--- config.mk ---
export PLATFORM = sky130hd
export DESIGN_NAME = sindoku_btn_pulser
export DESIGN_NICKNAME = d
export VERILOG_FILES = /design/src/rtl/sindoku_btn_pulser_pkg.sv /design/src/rtl/sindoku_btn_debounce.sv /design/src/rtl/sindoku_btn_pulser.sv
export SDC_FILE = /design/constraint.sdc
export NUM_CORES = 1
export LEC_CHECK = 0
export CORE_MARGIN = 5
export CORE_UTILIZATION = 55
export CTS_BUF_LIST = sky130_fd_sc_hd__clkbuf_8
export DETAILED_ROUTE_END_ITERATION = 12
export GPL_TIMING_DRIVEN = 0
export HOLD_SLACK_MARGIN = 0.06
export PLACE_DENSITY_LB_ADDON = 0.25
export SLEW_MARGIN = 20
export SYNTH_ARGS = -nofsm -noshare
export SYNTH_HDL_FRONTEND = slang
export SYNTH_SLANG_ARGS = --single-unit
--- constraint.sdc ---
create_clock -name Clk -period 2.53 [get_ports Clk]
set_input_delay 0.506 -clock Clk [delete_from_list [all_inputs] [get_ports Clk]]
set_output_delay 0.506 -clock Clk [all_outputs]
set_load 0.005 [all_outputs]
--- src/rtl/sindoku_btn_pulser_pkg.sv ---
// -----------------------------------------------------------------------------
// sindoku_btn_pulser_pkg
//   Shared definitions for the sindoku push-button front end:
//   - button index localparams into the packed {C,D,U,L,R} level bus
//   - per-channel debounce FSM state encoding
//   - counter width helper used by every debounce channel
// -----------------------------------------------------------------------------
package sindoku_btn_pulser_pkg;

   localparam int BTN_R = 0;
   localparam int BTN_L = 1;
   localparam int BTN_U = 2;
   localparam int BTN_D = 3;
   localparam int BTN_C = 4;

   typedef enum logic [1:0] {
      S_IDLE       = 2'd0,
      S_PRESS_WAIT = 2'd1,
      S_HELD       = 2'd2,
      S_REL_WAIT   = 2'd3
   } btn_state_t;

   // One counter width covers debounce and repeat timing so the channel
   // can share arithmetic and saturation limits.
   function automatic int cnt_width(input int a, input int b, input int c);
      int m;
      m = a;
      if (b > m) m = b;
      if (c > m) m = c;
      return $clog2(m + 1);
   endfunction

endpackage

--- src/rtl/sindoku_btn_debounce.sv ---
// -----------------------------------------------------------------------------
// sindoku_btn_debounce
//   One push-button channel: 2-flop synchroniser, 4-state debounce FSM with a
//   saturating qualification counter, registered one-cycle press pulse and a
//   debounced level. Optional auto-repeat when AUTO_REPEAT_EN is defined and
//   REPEAT_ALLOW is set for this instance.
// Ports
//   Clk    in   system clock
//   Reset  in   asynchronous active-low reset
//   raw    in   raw asynchronous button level, 1 = pressed
//   pulse  out  one-cycle press (and repeat) pulse
//   level  out  debounced button level
// Macro
//   AUTO_REPEAT_EN  enables the hold-to-repeat pulse generator
// -----------------------------------------------------------------------------
module sindoku_btn_debounce
   import sindoku_btn_pulser_pkg::*;
#(
   parameter int DEBOUNCE_CYCLES = 500_000,
   parameter int REPEAT_DELAY    = 50_000_000,
   parameter int REPEAT_PERIOD   = 10_000_000,
   parameter bit REPEAT_ALLOW    = 1'b1
) (
   input  logic Clk,
   input  logic Reset,
   input  logic raw,
   output logic pulse,
   output logic level
);

   localparam int               CNT_W   = cnt_width(DEBOUNCE_CYCLES, REPEAT_DELAY, REPEAT_PERIOD);
   localparam logic [CNT_W-1:0] CNT_MAX = '1;
   localparam logic [CNT_W-1:0] DB_LAST = CNT_W'(DEBOUNCE_CYCLES - 1);
   localparam logic [CNT_W-1:0] CNT_ONE = CNT_W'(1);

   logic             sync_0;
   logic             sync_1;
   btn_state_t       state;
   btn_state_t       state_nxt;
   logic [CNT_W-1:0] cnt;
   logic [CNT_W-1:0] cnt_nxt;
   logic             pulse_nxt;
   logic             level_nxt;
   logic             rpt_fire;

   // --- synchroniser stage ---
   always_ff @(posedge Clk or negedge Reset) begin
      if (!Reset) begin
         sync_0 <= 1'b0;
         sync_1 <= 1'b0;
      end else begin
         sync_0 <= raw;
         sync_1 <= sync_0;
      end
   end

   // --- FSM / output register stage ---
   always_ff @(posedge Clk or negedge Reset) begin
      if (!Reset) begin
         state <= S_IDLE;
         cnt   <= '0;
         pulse <= 1'b0;
         level <= 1'b0;
      end else begin
         state <= state_nxt;
         cnt   <= cnt_nxt;
         pulse <= pulse_nxt;
         level <= level_nxt;
      end
   end

   always_comb begin
      state_nxt = state;
      cnt_nxt   = cnt;
      pulse_nxt = 1'b0;
      level_nxt = level;
      case (state)
         S_IDLE: begin
            if (sync_1) begin
               state_nxt = S_PRESS_WAIT;
               cnt_nxt   = '0;
            end
         end
         S_PRESS_WAIT: begin
            // A single low sample throws away the partial qualification.
            if (!sync_1) begin
               state_nxt = S_IDLE;
            end else if (cnt == DB_LAST) begin
               state_nxt = S_HELD;
               pulse_nxt = 1'b1;
               level_nxt = 1'b1;
            end else if (cnt != CNT_MAX) begin
               cnt_nxt = cnt + CNT_ONE;
            end
         end
         S_HELD: begin
            if (!sync_1) begin
               state_nxt = S_REL_WAIT;
               cnt_nxt   = '0;
            end else if (rpt_fire) begin
               pulse_nxt = 1'b1;
            end
         end
         S_REL_WAIT: begin
            // Bouncing back high on release returns to HELD silently.
            if (sync_1) begin
               state_nxt = S_HELD;
            end else if (cnt == DB_LAST) begin
               state_nxt = S_IDLE;
               level_nxt = 1'b0;
            end else if (cnt != CNT_MAX) begin
               cnt_nxt = cnt + CNT_ONE;
            end
         end
         default: begin
            state_nxt = S_IDLE;
         end
      endcase
   end

`ifdef AUTO_REPEAT_EN
   localparam logic [CNT_W-1:0] RPT_DELAY_LAST  = CNT_W'(REPEAT_DELAY - 1);
   localparam logic [CNT_W-1:0] RPT_PERIOD_LAST = CNT_W'(REPEAT_PERIOD - 1);

   logic [CNT_W-1:0] rpt_cnt;
   logic [CNT_W-1:0] rpt_cnt_nxt;
   logic             rpt_first;
   logic             rpt_first_nxt;

   // --- repeat counter stage ---
   always_ff @(posedge Clk or negedge Reset) begin
      if (!Reset) begin
         rpt_cnt   <= '0;
         rpt_first <= 1'b1;
      end else begin
         rpt_cnt   <= rpt_cnt_nxt;
         rpt_first <= rpt_first_nxt;
      end
   end

   // Counter only runs while the button stays in HELD; any excursion
   // (including release bounce) restarts the long initial delay.
   always_comb begin
      rpt_fire      = 1'b0;
      rpt_cnt_nxt   = '0;
      rpt_first_nxt = 1'b1;
      if (REPEAT_ALLOW && (state == S_HELD) && sync_1) begin
         rpt_first_nxt = rpt_first;
         if (rpt_cnt == (rpt_first ? RPT_DELAY_LAST : RPT_PERIOD_LAST)) begin
            rpt_fire      = 1'b1;
            rpt_cnt_nxt   = '0;
            rpt_first_nxt = 1'b0;
         end else if (rpt_cnt != CNT_MAX) begin
            rpt_cnt_nxt = rpt_cnt + CNT_ONE;
         end else begin
            rpt_cnt_nxt = rpt_cnt;
         end
      end
   end
`else
   logic unused_repeat_allow;
   assign unused_repeat_allow = REPEAT_ALLOW;
   assign rpt_fire            = 1'b0;
`endif

endmodule

--- src/rtl/sindoku_btn_pulser.sv ---
// -----------------------------------------------------------------------------
// sindoku_btn_pulser
//   Front end for the sindoku core: synchronises and debounces the five raw
//   Nexys-4 push buttons and produces one-clock press pulses plus debounced
//   levels, all in the Clk domain.
// Ports
//   Clk                 in   system clock
//   Reset               in   asynchronous active-low reset
//   BtnR/L/U/D/C        in   raw button levels, 1 = pressed
//   BtnR/L/U/D/C_Pulse  out  one-cycle debounced press pulses
//   Btn_Level[4:0]      out  debounced levels {C,D,U,L,R}
// Macro
//   AUTO_REPEAT_EN  enables hold-to-repeat on R/L/U/D (never on C)
// -----------------------------------------------------------------------------
module sindoku_btn_pulser
   import sindoku_btn_pulser_pkg::*;
#(
   parameter int DEBOUNCE_CYCLES = 500_000,
   parameter int REPEAT_DELAY    = 50_000_000,
   parameter int REPEAT_PERIOD   = 10_000_000
) (
   input  logic       Clk,
   input  logic       Reset,
   input  logic       BtnR,
   input  logic       BtnL,
   input  logic       BtnU,
   input  logic       BtnD,
   input  logic       BtnC,
   output logic       BtnR_Pulse,
   output logic       BtnL_Pulse,
   output logic       BtnU_Pulse,
   output logic       BtnD_Pulse,
   output logic       BtnC_Pulse,
   output logic [4:0] Btn_Level
);

   logic [4:0] level;

   sindoku_btn_debounce #(
      .DEBOUNCE_CYCLES(DEBOUNCE_CYCLES), .REPEAT_DELAY(REPEAT_DELAY),
      .REPEAT_PERIOD(REPEAT_PERIOD), .REPEAT_ALLOW(1'b1)
   ) u_btn_r (
      .Clk(Clk), .Reset(Reset), .raw(BtnR), .pulse(BtnR_Pulse), .level(level[BTN_R])
   );

   sindoku_btn_debounce #(
      .DEBOUNCE_CYCLES(DEBOUNCE_CYCLES), .REPEAT_DELAY(REPEAT_DELAY),
      .REPEAT_PERIOD(REPEAT_PERIOD), .REPEAT_ALLOW(1'b1)
   ) u_btn_l (
      .Clk(Clk), .Reset(Reset), .raw(BtnL), .pulse(BtnL_Pulse), .level(level[BTN_L])
   );

   sindoku_btn_debounce #(
      .DEBOUNCE_CYCLES(DEBOUNCE_CYCLES), .REPEAT_DELAY(REPEAT_DELAY),
      .REPEAT_PERIOD(REPEAT_PERIOD), .REPEAT_ALLOW(1'b1)
   ) u_btn_u (
      .Clk(Clk), .Reset(Reset), .raw(BtnU), .pulse(BtnU_Pulse), .level(level[BTN_U])
   );

   sindoku_btn_debounce #(
      .DEBOUNCE_CYCLES(DEBOUNCE_CYCLES), .REPEAT_DELAY(REPEAT_DELAY),
      .REPEAT_PERIOD(REPEAT_PERIOD), .REPEAT_ALLOW(1'b1)
   ) u_btn_d (
      .Clk(Clk), .Reset(Reset), .raw(BtnD), .pulse(BtnD_Pulse), .level(level[BTN_D])
   );

   // Centre is the "select" button; repeating it would double-commit moves.
   sindoku_btn_debounce #(
      .DEBOUNCE_CYCLES(DEBOUNCE_CYCLES), .REPEAT_DELAY(REPEAT_DELAY),
      .REPEAT_PERIOD(REPEAT_PERIOD), .REPEAT_ALLOW(1'b0)
   ) u_btn_c (
      .Clk(Clk), .Reset(Reset), .raw(BtnC), .pulse(BtnC_Pulse), .level(level[BTN_C])
   );

   assign Btn_Level = level;

endmodule

== Word-level counts from Yosys, hierarchy flattened ==
Cells that the tools add are included.
Operators by class
  add/subtract/negate cells: 5
  equality and inequality tests: 65
  mux-type cells: 110
  reduce and logical (&&, ||, !) cells: 25
Operator list (number)
  26-bit two-way mux: 30
  26-bit one-hot mux with 4 select lines: 5
  26-bit by 1-bit adder with 26-bit output (second input constant): 5
  26-bit by 19-bit == test with 1-bit output (second input constant): 5
  26-bit inequality test (second input constant): 5
  2-bit two-way mux: 30
  2-bit by 1-bit inequality test with 1-bit output (second input constant): 20
  2-bit one-hot mux with 4 select lines: 5
  4-bit AND reduction: 10
  1-bit two-way mux: 35
  5-bit AND reduction: 5
  2-bit == test (second input constant): 10
  2-bit inequality test (second input constant): 10
  3-bit by 1-bit inequality test with 1-bit output (second input constant): 5
  3-bit inequality test (second input constant): 5
  2-bit by 1-bit == test with 1-bit output (second input constant): 5
  2-bit logical NOT: 5
  1-bit one-hot mux with 2 select lines: 5
  2-bit nonzero test: 5
Storage, ports and cells
  register bits after elaboration: 160
  bits of input ports: 7
  output and inout port bits: 10
  logic and storage cells: 235

== Logic depth before layout (Yosys ltp) ==
Gate-level depths: netlist (run 1).
  depth in word-level cells: 5
  depth in mapped cells: 9
  mapped depth without buffers: 7

== Cells and area by module ==
A second synthesis (run 1) with hierarchy kept.
Second synthesis, totals
  cells, all modules: 1033
  area, all modules: 9296.4 um^2
Modules (own cells, without submodules)
  sindoku_btn_debounce (u_btn_c ...): times used 4, cells each 208, area an instance 1859.3 um^2, seq. area each 800.8 um^2
  sindoku_btn_debounce (u_btn_u): times used 1, cells each 201, area an instance 1859.3 um^2, seq. area each 800.8 um^2

== Least setup slack after synthesis (run 1) ==
Ideal clock, no wire load.
  kind: register to register
  start point: register u_btn_d.cnt[0]
  end point: register u_btn_d.cnt[24]
  setup time: 0.126 ns
  data arrival time: 2.179 ns
  required time: 2.404 ns
  path slack: 0.225 ns
  cell stages (with the launch flop): 10
  path buffers: 3
  clock period less this slack: 2.305 ns
  cell sequence: dfrtp_1 > ha_1 > nand4_1 > nor4_2 > and3_1 > buf_2 > or2_2 > buf_2 > buf_2 > a221o_1
On the way
  word-level cells in the longest chain between the ends: 5
  elaborated cells between the ends (all ways): 8
  classes of those cells: add/sub: 1; eq/ne: 2; mux: 5
RTL lines
  start, declared: line sindoku_btn_debounce.sv:40  | logic [CNT_W-1:0] cnt;
  start signal, assigned: line sindoku_btn_debounce.sv:66  | cnt <= cnt_nxt;
  26-bit by 1-bit adder with 26-bit output or 26-bit inequality test (tied branches)
  26-bit two-way mux: line sindoku_btn_debounce.sv:92, sindoku_btn_debounce.sv:111
  26-bit two-way mux (*): line sindoku_btn_debounce.sv:108  | end else if (cnt == DB_LAST) begin
  26-bit two-way mux (on tied branches): line sindoku_btn_debounce.sv:106, sindoku_btn_debounce.sv:86
  26-bit one-hot mux with 4 select lines (*): line sindoku_btn_debounce.sv:77  | case (state)
Every way passes the cells marked *; elsewhere a longest branch is shown, timed or not. The select of a mux whose other input is x is not followed.
A chain may end at the register's enable or synchronous reset.

== Final worst setup path (run 1) ==
  start point: register u_btn_r.cnt[15]
  end point: register u_btn_r.cnt[4]
On the way
  word-level cells in the longest chain between the ends: 5
  elaborated cells between the ends (all ways): 7
  classes of those cells: eq/ne: 2; mux: 5
RTL lines (line)
  start, declared: sindoku_btn_debounce.sv:40
  start signal, assigned: sindoku_btn_debounce.sv:66
  26-bit inequality test: sindoku_btn_debounce.sv:92, sindoku_btn_debounce.sv:111
  26-bit two-way mux
  26-bit two-way mux (*)
  26-bit two-way mux (on tied branches)
  26-bit one-hot mux with 4 select lines (*)
Marks and branches as above.

==> results of run 1 <==
==> final timing paths <==
kind                                 startpoint              to  slack (ps)  depth (start not counted)
worst max-delay path            u_btn_r.cnt[15]  u_btn_r.cnt[4]          70                          6
worst min-delay path             u_btn_u.sync_0  u_btn_u.sync_1         350                          0
worst max register to register  u_btn_r.cnt[15]  u_btn_r.cnt[4]          70                          6
worst min register to register   u_btn_u.sync_0  u_btn_u.sync_1         350                          0
max in group asynchronous                 Reset  u_btn_l.cnt[1]        1160                          3
min in group asynchronous                 Reset   u_btn_d.level         590                          2
==> through the flow <==
stage	power [µW]	area (µm²)	utilization (%)	setup TNS, ps	cells
after global routing	5303	10590	61.88	-22.66	1331
after detailed placement	3168	9960	58.19	-12790	1292
after global placement	3153	9921	57.96	-914490	1291
after floorplan	2993	9479	-	0	1050
final	5077	10590	61.88	0	1331
after CTS	5116	10480	61.22	0	1331
==> per-layer routing <==
| layer | vias to the layer above | wire length (µm) | GRT usage, % |
|---|---|---|---|
| met5 | - | 0 | 0 |
| met4 | 0 | 420 | 7.904 |
| met3 | 48 | 1787 | 4.011 |
| met2 | 349 | 10990 | 36.22 |
| met1 | 4347 | 11000 | 36.49 |
| li1 | 4189 | - | - |
==> what timing repair did <==
action                                 4_1_cts  5_1_grt
hold buffers                                 1        0
setup endpoints to repair                   84      114
endpoints found under the hold margin       78        0
gates cloned                                 0        0
gates resized for setup                     13       26
pin swaps                                    2        4
buffers inserted                             7        5
==> registers in the layout, summed over array words and instances, names as in the netlist, 26 cells and up, named ones only <==
name         count
u_btn_u.cnt     26
u_btn_d.cnt     26
u_btn_c.cnt     26
u_btn_l.cnt     26
u_btn_r.cnt     26
==> logic make-up after synthesis <==
group           count (synthesis)  share of synthesized area [%]
simple gates                  530                          32.33
compound gates                259                          19.72
flops                         160                          42.24
buf+inv                        86                          4.092
xor+xnor                        7                         0.6468
fa+ha+maj                       5                         0.6600
mux                             3                         0.3168
==> power groups by stage <==
| stage | combinational, µW | sequential (µW) | clock [µW] |
|---|---|---|---|
| finish | 390 | 2750 | 1940 |
| global route | 438 | 2770 | 2100 |
| CTS | 383 | 2740 | 1990 |
| detailed placement | 374 | 2790 | 0 |
| global placement | 363 | 2790 | 0 |
| floorplan | 227 | 2770 | 0 |
==> synth_stat cells, drive strengths merged (14+ instances only) <==
cell / n
dfrtp: 160
o21ai: 81
nor4b: 23
nor3: 37
nor2: 38
nand2: 90
a211o: 35
nand3: 86
o211ai: 16
buf: 26
clkbuf: 46
nand2b: 26
or3: 16
and3: 36
inv: 14
and4: 14
nand4: 49
a221o: 14
and2: 20
nor4: 50
==> critical path, delay by kind of cell (launching register included) <==
| family | cells | cell delay, ps |
|---|---|---|
| buf+inv | 1 | 440 |
| compound gates | 3 | 620 |
| simple gates | 2 | 830 |
| flops | 1 | 460 |
==> layout make-up <==
class | instances | area, µm²
clock inverters | 14 | 158.9
flip-flops and latches | 160 | 4004
inverters | 14 | 52.55
multi-input cells | 804 | 5213
fillers | 1484 | 6525
clock buffers | 18 | 247.7
well taps | 225 | 281.5
repair buffers | 30 | 292.8
plain buffers | 66 | 341.6
==> reports/qor.txt, run 1 <==
root buffer cell -> clkbuf_8
crit path capture type -> flop
Post-synth ARST share -> 100.0%
relative slew slack -> 40.96%
Seq pwr share -> 54.1%
Max clock buf depth -> 2
Final GP Congestion -> 0.9382
HPWL after DPL -> 16130 µm
drc violations -> 0
CP cell instances -> nand3_1 > or4_1 > o21bai_4 > clkbuf_1 > o21ai_0 > a22o_1
Worst Setup Start Kind -> flop
Peak VDD IR -> 0.0004590 V
type of the worst min-delay path -> flop to flop
Finish-stage setup viols -> 0
initial core utilization -> 55.38%
Via Count -> 8933
Port Buffer Count -> 16
Worst Skew -> 12.96 ps
Slew @ Worst Pin -> 877.5 ps
first-pass GRT wire length -> 40190 µm
kind of critical path -> flop to flop
period utilization -> 97.42%
Synth Cell Area -> 9479 µm²
ys flop type -> dfrtp_1
max-cap viol count -> 0
Sw Share -> 27.29%
final hold viol count -> 0
Core Area -> 17120 µm²
most frequent cells in the layout -> 160 x dfrtp_1, 90 x nand2_1, 84 x nand3_1
Mean Syn Cell Area -> 9.028 µm²
Final Net Count -> 1105
Worst-path clk slew -> 90 ps
Routed wire per std cell -> 18.18 µm
vias in the first global route -> 8063
register area share after synthesis -> 42.24%
Cells after Synth -> 1050
Crit-path slowest cell -> or4_1
Final WS setup -> 65.26 ps
final antenna-violating net count -> 0
number of core rows -> 48
Synth area leaders -> dfrtp_1 42%, nand3_1 4.5%, o21ai_0 4.2%
fmax -> 405.7 MHz
clock power share -> 38.2%
top cell type's share of synthesized area -> 42.24%
Global Route Usage Sum -> 24.36%
1st-pass router iterations -> 5
most common cell after layout, fill and taps aside -> dfrtp_1
number of synthesized flops with an enable pin -> 0
Clock Latency Late Sink -> 470 ps
number of synthesized register bits -> 160
worst endpoint required time -> 2880 ps
status -> complete, no violations
PD cells -> 479.4 nW/µm²
die width -> 141.3 µm
worst-path fanout max -> 10
CTS tree -> built
initial antenna violation count -> 0
ant diodes -> 0
die height -> 141.3 µm
initial drt markers -> 1011
leading area contributor after synthesis -> dfrtp_1
YS warnings -> 0
Overflow after GRT -> 0
io pins -> 17
cts bufs inserted -> 17
Logic pwr share -> 7.7%
post-synth cell types -> 67
min cycle time layout -> 2465 ps
Mapped Nets -> 1062
CTS sink count -> 160
Crit path largest cell delay -> 630 ps
share of post-route cells with drive strength above 1 -> 10.76%
largest net degree at the start of global routing -> 83
H-tree Lvls -> 4
leakage power -> 0.004516 µW
Pint -> 3692 µW
detailed-route wire length -> 24200 µm
Sw Pwr -> 1386 µW
Place WS -> -312.5 ps
CP arrival -> 2820 ps
die area -> 19960 µm²
area grow syn2layout -> 11.73%
worst hold slack -> 354.7 ps
Vias/cell -> 6.711
fin. max-slew vios -> 0
Power figures use the tool's default switching activity.
==> inputs of run 2 (changes only) <==
Settings changed: SETUP_SLACK_MARGIN set to 0.5.
Clock period 2.53 ns to 2.05 ns, I/O delays scaled along.
==> reports/qor.txt, run 2 (synthesized netlist as in run 1, its figures left out) <==
worst-path fanout max -> 4 (-6)
drc violations -> 0 (unchanged)
most frequent cells in the layout -> 131 x buf_4, 117 x dfrtp_1, 88 x nand2_1
clock power share -> 36.9% (-1.3 points)
number of core rows -> 48 (unchanged)
CTS sink count -> 160 (unchanged)
H-tree Lvls -> 4 (unchanged)
Worst Setup Start Kind -> flop
DP Cell Count -> 1292 (unchanged)
share of post-route cells with drive strength above 1 -> 44.82% (+34 points)
initial core utilization -> 55.38% (unchanged)
crit-path leading delay family -> simple AND/OR/NAND/NOR gates
critical path's most frequent cell -> buf_4
final hold viol count -> 0 (unchanged)
initial drt markers -> 2149 (+110%)
Core Area -> 17120 µm² (unchanged)
Overflow after GRT -> 0 (unchanged)
fillers -> 723 (-51%)
Max clock buf depth -> 2 (unchanged)
CTS tree -> built
HP Start -> BtnU
die height -> 141.3 µm (unchanged)
fmax -> 407.0 MHz (+0.32%)
PD cells -> 485.8 nW/µm² (+1.3%)
final antenna-violating net count -> 0 (unchanged)
Final GP Congestion -> 0.8987 (-4.2%)
CP Buf/Inv Count -> 2 (+1)
Crit-path slowest cell -> nor4_4
Slew @ Worst Pin -> 1013 ps (+135.7 ps)
Sw Pwr -> 2070 µW (+49%)
RSZ-0062 raised after global routing -> yes
status -> finished, violations left
Logic pwr share -> 15.2% (+7.5 points)
Global Route Usage Sum -> 33.29% (+8.9 points)
Crit path largest cell delay -> 590 ps (-40 ps)
CP arrival -> 2880 ps (+60 ps)
Finish-stage setup viols -> 132 (+132)
Final Net Count -> 1311 (+19%)
area grow syn2layout -> 55.08%
1st-pass router iterations -> 7 (+2)
max-cap viol count -> 0 (unchanged)
relative slew slack -> 32.45% (-8.5 points)
io pins -> 17 (unchanged)
failing checks -> setup timing
Worst Skew -> 19.48 ps (+6.517 ps)
Port Buffer Count -> 16 (unchanged)
first-pass GRT wire length -> 53940 µm (+34%)
Seq pwr share -> 47.9% (-6.2 points)
Via Count -> 11623 (+30%)
Peak VDD IR -> 0.0004642 V (+1.1%)
Worst-path clk slew -> 100 ps (about the same)
Final WS setup -> -406.8 ps (-472.1 ps)
Vias/cell -> 7.562 (+13%)
die area -> 19960 µm² (unchanged)
vias in the first global route -> 10338 (+28%)
reg2reg start -> u_btn_c.cnt[1]
crit path capture type -> flop
leakage power -> 0.006429 µW (+42%)
die width -> 141.3 µm (unchanged)
worst setup path startpoint -> u_btn_c.cnt[1]
fin. max-slew vios -> 0 (unchanged)
min cycle time layout -> 2457 ps (-7.907 ps)
type of the worst min-delay path -> input port to flop
final core utilization -> 85.88% (+24 points)
Sw Share -> 28.98% (+1.7 points)
CP cell instances -> nand4_1 > buf_4 > buf_4 > nor2_1 > nand3_1 > nor4_4 > a21o_1
ant diodes -> 0 (unchanged)
detailed-route wire length -> 41330 µm (+71%)
most common cell after layout, fill and taps aside -> buf_4
final non-filler cell total -> 1537 (+15%)
cts bufs inserted -> 17 (unchanged)
largest net degree at the start of global routing -> 84 (+1.2%)
initial antenna violation count -> 0 (unchanged)
HPWL after DPL -> 16560 µm (+2.7%)
kind of critical path -> flop to flop
Clock Latency Late Sink -> 490 ps (+20 ps)
root buffer cell -> clkbuf_8
period utilization -> 119.8% (+22 points)
Routed wire per std cell -> 26.89 µm (+48%)
Pint -> 5072 µW (+37%)
worst endpoint required time -> 2470 ps (-410 ps)
## run 2: power groups by stage
stage / combinational, µW / clock (µW) / sequential, µW
4_1_cts: 917 / 2580 / 3390
2_1_floorplan: 344 / 0 / 3430
6_report: 1090 / 2630 / 3420
5_1_grt: 1140 / 2750 / 3430
3_3_place_gp: 513 / 0 / 3460
3_5_place_dp: 534 / 0 / 3460
## run 2: layout make-up
class                   count  area [µm²]  share of cell area (%)
inverters                  14       60.06                  0.4085
flip-flops and latches    160        4058                   27.60
plain buffers              72       749.5                   5.098
clock inverters            12       157.7                   1.072
repair buffers            230        2330                   15.85
well taps                 225       281.5                   1.915
multi-input cells         804        6789                   46.18
clock buffers              20       275.3                   1.873
## run 2: path summary, 6_finish.rpt
check | slack (ps) | to | depth (start not counted)
worst max-delay path | -410 | u_btn_c.cnt[13] | 7
worst min-delay path | 350 | u_btn_u.sync_0 | 1
worst max register to register | -410 | u_btn_c.cnt[13] | 7
worst min register to register | 360 | u_btn_u.sync_1 | 0
max in group asynchronous | 720 | u_btn_u.cnt[22] | 3
min in group asynchronous | 480 | u_btn_l.cnt[7] | 2
## run 2: routing by layer
layer	global-route usage, %	vias up	part of all wire, %
met3	7.482	373	13
met1	43.18	5513	35
li1	-	4619	-
met5	0	-	0
met2	52.12	1118	45
met4	17.85	0	7.4
## run 2: timing repair
action	4_1_cts	5_1_grt
pin swaps	108	84
setup buffers	136	56
gates cloned	18	2
hold buffers	1	0
endpoints found under the setup margin	160	154
resized for setup	322	173
hold endpoints to repair	77	0
## run 2: metrics by stage
step / power [µW] / hold slack, ps / TNS (ps) / instance area, µm² / worst slack, ps
floorplan: 3770 / 114.4 / -1095 / 10090 / -101.5
global placement: 3969 / 337.7 / -984200 / 10530 / -6598
detailed placement: 3995 / 335.5 / -27790 / 10560 / -498.4
CTS: 6892 / 343.8 / -5800 / 13550 / -218.0
global route: 7325 / 345.7 / -30910 / 14700 / -415.3
finish: 7141 / 354.9 / -24640 / 14700 / -406.8
